[src/rtl/clk_meas_pkg.sv]
// Shared types and defaults for the clock period meter.
// SYS_CLK_HZ lets higher layers turn a cycle count into a frequency.
package clk_meas_pkg;

  typedef enum logic {
    IDLE    = 1'b0,
    MEASURE = 1'b1
  } meas_state_t;

  localparam int          DEFAULT_CNT_W       = 32;
  localparam int unsigned DEFAULT_TIMEOUT_CYC = 100_000_000;
  localparam int unsigned SYS_CLK_HZ          = 100_000_000;

endpackage

[src/rtl/clock_period_meter_if.sv]
// Control and result bundle of the clock period meter.
// The meter itself connects through the slave modport.
interface clock_period_meter_if
  import clk_meas_pkg::*;
#(
  parameter int CNT_W = DEFAULT_CNT_W
);

  logic             en;
  logic             sig_in;
  logic [CNT_W-1:0] period;
  logic [CNT_W-1:0] high_time;
  logic             meas_valid;
  logic             timeout;
  logic             busy;

  modport master (
    output en,
    output sig_in,
    input  period,
    input  high_time,
    input  meas_valid,
    input  timeout,
    input  busy
  );

  modport slave (
    input  en,
    input  sig_in,
    output period,
    output high_time,
    output meas_valid,
    output timeout,
    output busy
  );

endinterface

[src/rtl/sync_edge_detect.sv]
// Two-flop synchroniser for an asynchronous level plus a history flop,
// giving single-cycle rise/fall strobes in the clk domain.
module sync_edge_detect (
  input  logic clk,
  input  logic rst_n,
  input  logic sig_in,
  output logic level,
  output logic rise,
  output logic fall
);

  logic s1;
  logic s2;
  logic s3;

  always_ff @(posedge clk or negedge rst_n) begin
    if (!rst_n) begin
      s1 <= 1'b0;
      s2 <= 1'b0;
      s3 <= 1'b0;
    end else begin
      s1 <= sig_in;
      s2 <= s1;
      s3 <= s2;
    end
  end

  assign level = s2;
  assign rise  = s2 & ~s3;
  assign fall  = ~s2 & s3;

endmodule

[src/rtl/clock_period_meter.sv]
// Measures period and high time of a slow input in clk cycles between rising
// edges, reporting a timeout when the input stops toggling.
module clock_period_meter
  import clk_meas_pkg::*;
#(
  parameter int          CNT_W       = DEFAULT_CNT_W,
  parameter int unsigned TIMEOUT_CYC = DEFAULT_TIMEOUT_CYC
) (
  input  logic                 clk,
  input  logic                 rst_n,
  clock_period_meter_if.slave  bus
);

  localparam logic [CNT_W-1:0] TIMEOUT_VAL = CNT_W'(TIMEOUT_CYC);
  localparam logic [CNT_W-1:0] CNT_ONE     = CNT_W'(1);

  meas_state_t      state;
  meas_state_t      state_next;
  logic [CNT_W-1:0] cnt;
  logic [CNT_W-1:0] cnt_next;
  logic [CNT_W-1:0] high_cap;
  logic [CNT_W-1:0] high_cap_next;
  logic [CNT_W-1:0] period_q;
  logic [CNT_W-1:0] period_next;
  logic [CNT_W-1:0] high_time_q;
  logic [CNT_W-1:0] high_time_next;
  logic             meas_valid_q;
  logic             meas_valid_next;
  logic             timeout_q;
  logic             timeout_next;
  logic             busy_q;
  logic             rise;
  logic             fall;
  logic             level_unused;

  sync_edge_detect u_sync (
    .clk    (clk),
    .rst_n  (rst_n),
    .sig_in (bus.sig_in),
    .level  (level_unused),
    .rise   (rise),
    .fall   (fall)
  );

  always_ff @(posedge clk or negedge rst_n) begin
    if (!rst_n) begin
      state <= IDLE;
    end else begin
      state <= state_next;
    end
  end

  // A rise on the cycle the counter reaches the limit still counts as a
  // valid measurement; the timeout only fires when no edge arrived in time.
  always_comb begin
    state_next      = state;
    cnt_next        = cnt;
    high_cap_next   = high_cap;
    period_next     = period_q;
    high_time_next  = high_time_q;
    meas_valid_next = 1'b0;
    timeout_next    = 1'b0;

    if (!bus.en) begin
      state_next = IDLE;
      cnt_next   = '0;
    end else begin
      unique case (state)
        IDLE: begin
          cnt_next = '0;
          if (rise) begin
            cnt_next   = CNT_ONE;
            state_next = MEASURE;
          end
        end
        MEASURE: begin
          if (rise) begin
            period_next     = cnt;
            high_time_next  = high_cap;
            meas_valid_next = 1'b1;
            cnt_next        = CNT_ONE;
          end else if (cnt == TIMEOUT_VAL) begin
            timeout_next = 1'b1;
            cnt_next     = '0;
            state_next   = IDLE;
          end else begin
            cnt_next = cnt + CNT_ONE;
            if (fall) begin
              high_cap_next = cnt;
            end
          end
        end
        default: begin
          state_next = IDLE;
          cnt_next   = '0;
        end
      endcase
    end
  end

  always_ff @(posedge clk or negedge rst_n) begin
    if (!rst_n) begin
      cnt          <= '0;
      high_cap     <= '0;
      period_q     <= '0;
      high_time_q  <= '0;
      meas_valid_q <= 1'b0;
      timeout_q    <= 1'b0;
      busy_q       <= 1'b0;
    end else begin
      cnt          <= cnt_next;
      high_cap     <= high_cap_next;
      period_q     <= period_next;
      high_time_q  <= high_time_next;
      meas_valid_q <= meas_valid_next;
      timeout_q    <= timeout_next;
      busy_q       <= (state_next == MEASURE);
    end
  end

  assign bus.period     = period_q;
  assign bus.high_time  = high_time_q;
  assign bus.meas_valid = meas_valid_q;
  assign bus.timeout    = timeout_q;
  assign bus.busy       = busy_q;

endmodule

[src/flat_wrapper.sv]
// flat-port wrapper written by rule: the top's interface ports become plain ports
module clock_period_meter_flat import clk_meas_pkg::*;
#(
  parameter int          CNT_W       = DEFAULT_CNT_W,
  parameter int unsigned TIMEOUT_CYC = DEFAULT_TIMEOUT_CYC
)
  (clk, rst_n, bus_en, bus_sig_in, bus_period, bus_high_time, bus_meas_valid, bus_timeout, bus_busy);
  clock_period_meter_if #(.CNT_W(CNT_W)) bus_i ();
  input  logic clk;
  input  logic rst_n;
  input wire logic [$bits(bus_i.en)-1:0] bus_en;
  input wire logic [$bits(bus_i.sig_in)-1:0] bus_sig_in;
  output wire logic [$bits(bus_i.period)-1:0] bus_period;
  output wire logic [$bits(bus_i.high_time)-1:0] bus_high_time;
  output wire logic [$bits(bus_i.meas_valid)-1:0] bus_meas_valid;
  output wire logic [$bits(bus_i.timeout)-1:0] bus_timeout;
  output wire logic [$bits(bus_i.busy)-1:0] bus_busy;
  assign bus_i.en = bus_en;
  assign bus_i.sig_in = bus_sig_in;
  assign bus_period = bus_i.period;
  assign bus_high_time = bus_i.high_time;
  assign bus_meas_valid = bus_i.meas_valid;
  assign bus_timeout = bus_i.timeout;
  assign bus_busy = bus_i.busy;
  clock_period_meter #(.CNT_W(CNT_W), .TIMEOUT_CYC(TIMEOUT_CYC)) u_core (.clk(clk), .rst_n(rst_n), .bus(bus_i));
endmodule
[config.mk]
export PLATFORM = sky130hd
export DESIGN_NAME = clock_period_meter_flat
export DESIGN_NICKNAME = d
export VERILOG_FILES = /design/src/rtl/clk_meas_pkg.sv /design/src/rtl/clock_period_meter_if.sv /design/src/rtl/sync_edge_detect.sv /design/src/rtl/clock_period_meter.sv /design/src/flat_wrapper.sv
export SDC_FILE = /design/constraint.sdc
export NUM_CORES = 1
export LEC_CHECK = 0
export CAP_MARGIN = 20
export CORE_MARGIN = 2
export CORE_UTILIZATION = 40
export CTS_CLUSTER_DIAMETER = 40
export DETAILED_ROUTE_END_ITERATION = 7
export SLEW_MARGIN = 20
export SYNTH_ARGS = -nofsm -noshare
export SYNTH_HDL_FRONTEND = slang
export SYNTH_SLANG_ARGS = --single-unit
[constraint.sdc]
create_clock -name clk -period 3.1 [get_ports clk]
set_input_delay 0.31 -clock clk [delete_from_list [all_inputs] [get_ports clk]]
set_output_delay 0.31 -clock clk [all_outputs]
set_load 0.005 [all_outputs]
==> impl_metrics.env <==
export IMPL_status="complete, no violations"
export IMPL_cp_data_arrival_time_ns=2.93
export IMPL_powerDensity_mw_per_mm2=583.2
export IMPL_worstPathBufferInverterCount=0
export IMPL_criticalPathCategory="flop to flop"
export IMPL_ios=71
export IMPL_min_path_cells=1
export IMPL_cp_max_fo=17
export IMPL_p_int_uw=3323
export IMPL_crit_required_ns=3.42
export IMPL_swShare_pct=19.58
export IMPL_yosys_area_share_simple_pct=10.10
export IMPL_synth_seq_cells=134
export IMPL_grt_max_degree=74
export IMPL_hold_buffers=1
export IMPL_fin_skew_ns=0.005000
export IMPL_cp_start_kind="flop"
export IMPL_synth_top_family_by_area="multiplexers"
export IMPL_r2r_setup_slack_ns=0.49
export IMPL_p_comb_share_pct=2.5
export IMPL_synth_cells=411
export IMPL_crit_family="simple AND/OR/NAND/NOR gates"
export IMPL_num_vias=3588
export IMPL_rsz0062_at_grt="false"
export IMPL_final_cell_mix="134 x dfrtp_1, 90 x mux2_2, 69 x clkdlybuf4s50_1"
export IMPL_max_clock_freq_mhz=383.0
export IMPL_cts_num_sinks=134
export IMPL_core_area_sq_mm=0.01330
export IMPL_synth_nets=417
export IMPL_worst_path_max_delay_cell="or4_1"
export IMPL_synth_top_area_share_pct=61.22
export IMPL_clockPowerShare_pct=54.7
export IMPL_clockBufferDepth=2
export IMPL_slew_headroom_pct=56.31
export IMPL_synth_area_top_cells="dfrtp_1 61%, mux2_2 19%, a211oi_1 2.5%, or4_1 1.6%, xnor2_1 1.6%"
export IMPL_synthMuxAreaShare_pct=18.50
export IMPL_cts_tree="yes"
export IMPL_reg2reg_depth=5
export IMPL_seq_power_share_pct=42.9
export IMPL_p_leak_uw=0.003149
export IMPL_vias_per_cell=5.308
export IMPL_drc=0
export IMPL_final_cell_count_no_fill=676
export IMPL_dp_cells=643
export IMPL_antenna_cells=0
export IMPL_root_buffer="clkbuf_16"
export IMPL_slew_violations=0
export IMPL_cpMostUsedCell="or4_1"
export IMPL_synth_compound_area_share_pct=5.436
export IMPL_synth_distinct_cells=30
export IMPL_htreeDepth=4
export IMPL_cts_resized=0
export IMPL_synth_area_per_cell_sq_um=13.33
export IMPL_post_cts_buffers=0
export IMPL_gp_congestion=0.8655
export IMPL_rr_startpoint="u_core.cnt[0]$_DFF_PN0_"
export IMPL_yosys_area_share_adder_pct=0.4568
export IMPL_wl_microns=11180
export IMPL_synth_seq_area_share_pct=61.22
export IMPL_worstSetupEndpointType="flop"
export IMPL_met3_usage_pct=4.323
export IMPL_hold_end="u_core.u_sync.s1$_DFF_PN0_"
export IMPL_die_x_microns=121.0
export IMPL_synth_edf_count=0
export IMPL_synth_xor_area_share_pct=1.919
export IMPL_post_drt_wl_per_cell_microns=16.53
export IMPL_area_growth_synth_to_final_pct=29.35
export IMPL_first_pass_iters=4
export IMPL_layout_commonest_cell="dfrtp_1"
export IMPL_yosysWarnings=0
export IMPL_min_delay_start="bus_sig_in"
export IMPL_synth_flop_cell="dfrtp_1"
export IMPL_timing_final_crit_share_pct=84.22
export IMPL_start_util_pct=41.20
export IMPL_gr_usage_met2_pct=24.75
export IMPL_grt_overflow=0
export IMPL_setup_violations=0
export IMPL_synth_area_sq_mm=0.005478
export IMPL_cpPeakStageDelay_ns=0.80
export IMPL_clkLatencyLatePin_ns=0.41
export IMPL_antenna_found_initial=0
export IMPL_holdCritPathClass="input port to flop"
export IMPL_cts_buffers=17
export IMPL_grt_pass1_vias=3674
export IMPL_cts_clk_slew_worst_paths_ns=0.06
export IMPL_hold_viol_final=0
export IMPL_tns_ns=0
export IMPL_fp_row_count=42
export IMPL_grt_met1_usage_pct=23.36
export IMPL_die_y_microns=121.0
export IMPL_dp_hpwl_microns=7401
export IMPL_vdd_drop_max_uv=313.4
export IMPL_worstMarginPinSlew_ns=0.6554
export IMPL_die_area_sq_mm=0.01465
export IMPL_grt_pass1_wl_microns=18840
export IMPL_maxCapViolations=0
export IMPL_track_usage_pct=16.72
export IMPL_async_flop_share_pct=100.0
export IMPL_ant_nets=0
export IMPL_layout_nets=493
export IMPL_reg2reg_to="u_core.cnt[28]$_DFF_PN0_"
export IMPL_power_switching_uw=808.9
export IMPL_drive_above_1_share_pct=28.00
export IMPL_yosysTopAreaCell="dfrtp_1"
export IMPL_portBuffers=70
export IMPL_top_usage_layer="met2"
export IMPL_initialDrtViolationCount=200
export IMPL_finalCriticalPeriod_ns=2.611
export IMPL_path_cells="ha_1, nand3_1, or4_1, or4_1, a211oi_1"
[state kept, by name, indices dropped and copies added, names as in the netlist]
signal,count
u_core.bus.high_time,32
u_core.bus.meas_valid,1
u_core.bus.period,32
u_core.bus.timeout,1
u_core.cnt,32
u_core.high_cap,32
u_core.state,1
u_core.u_sync.level,1
u_core.u_sync.s1,1
u_core.u_sync.s3,1
[metal layers]
metal  share of wire, %  wire [microns]  vias up
met1                 48            5386     1830
li1                   -               -     1664
met3                4.4             492       14
met5                  0               0        -
met2                 46            5124       80
met4                1.5             172        0
[cell families (layout without fill, tap and decap cells)]
kind of cell               after synthesis  after routing
buffers and inverters                   32            121
AOI/OAI and AO/OA                       45             45
adders and majority gates                2              2
xor gates and xnor gates                12             12
and+or+nand+nor                         96             96
muxes                                   90             90
DFF                                    134            134
[cells in the mapped netlist (3+ instances only)]
cell type	count
o21ai_0	15
nor4_1	4
or3_1	9
clkbuf_1	16
inv_1	8
dfrtp_1	134
o31ai_1	10
xnor2_1	10
nand4_1	6
and3_1	3
buf_2	8
nand2_1	21
or4_1	12
nor3_1	16
nand3_1	10
nor2_1	3
mux2_2	90
a211oi_1	18
[worst max path at each step]
stage,start,to,slack [ns],cells past startpoint
after CTS,u_core.cnt[0]$_DFF_PN0_,u_core.cnt[26]$_DFF_PN0_,0.55,5
after floorplan,u_core.cnt[0]$_DFF_PN0_,u_core.cnt[26]$_DFF_PN0_,0.92,6
final,u_core.cnt[0]$_DFF_PN0_,u_core.cnt[28]$_DFF_PN0_,0.49,5
after global placement,u_core.cnt[0]$_DFF_PN0_,u_core.cnt[30]$_DFF_PN0_,0.61,5
after detailed placement,u_core.cnt[0]$_DFF_PN0_,u_core.cnt[30]$_DFF_PN0_,0.57,5
after global routing,u_core.cnt[0]$_DFF_PN0_,u_core.cnt[22]$_DFF_PN0_,0.33,5
[power groups by stage]
stage | sequential, uW | clock, uW | combinational, uW
finish | 1770 | 2260 | 102
global route | 1770 | 2400 | 116
detailed placement | 1800 | 0 | 104
floorplan | 1800 | 0 | 35.6
CTS | 1770 | 2300 | 106
global placement | 1800 | 0 | 103
[through the flow]
stage          hold WS [ns]  area [sq um]  total power [uW]  util [%]  worst slack, ns
2_1_floorplan       0.01441          5478              1835         -           0.9232
3_3_place_gp         0.3343          6405              1904     48.17           0.6125
3_5_place_dp         0.3491          6405              1906     48.17           0.5731
4_1_cts              0.3394          7086              4180     53.29           0.5522
5_1_grt              0.3361          7086              4286     53.29           0.3258
6_report             0.3513          7086              4132     53.29           0.4891
[cell type report]
class | count | area [sq um]
Fill cell | 1132 | 6210
Sequential cell | 134 | 3353
Multi-Input combinational cell | 245 | 2024
Timing Repair Buffer | 81 | 787.0
Clock buffer | 19 | 442.9
Clock inverter | 13 | 227.7
Tap cell | 176 | 220.2
Inverter | 8 | 30.03
No activity file was read; power rests on OpenSTA's default activity.
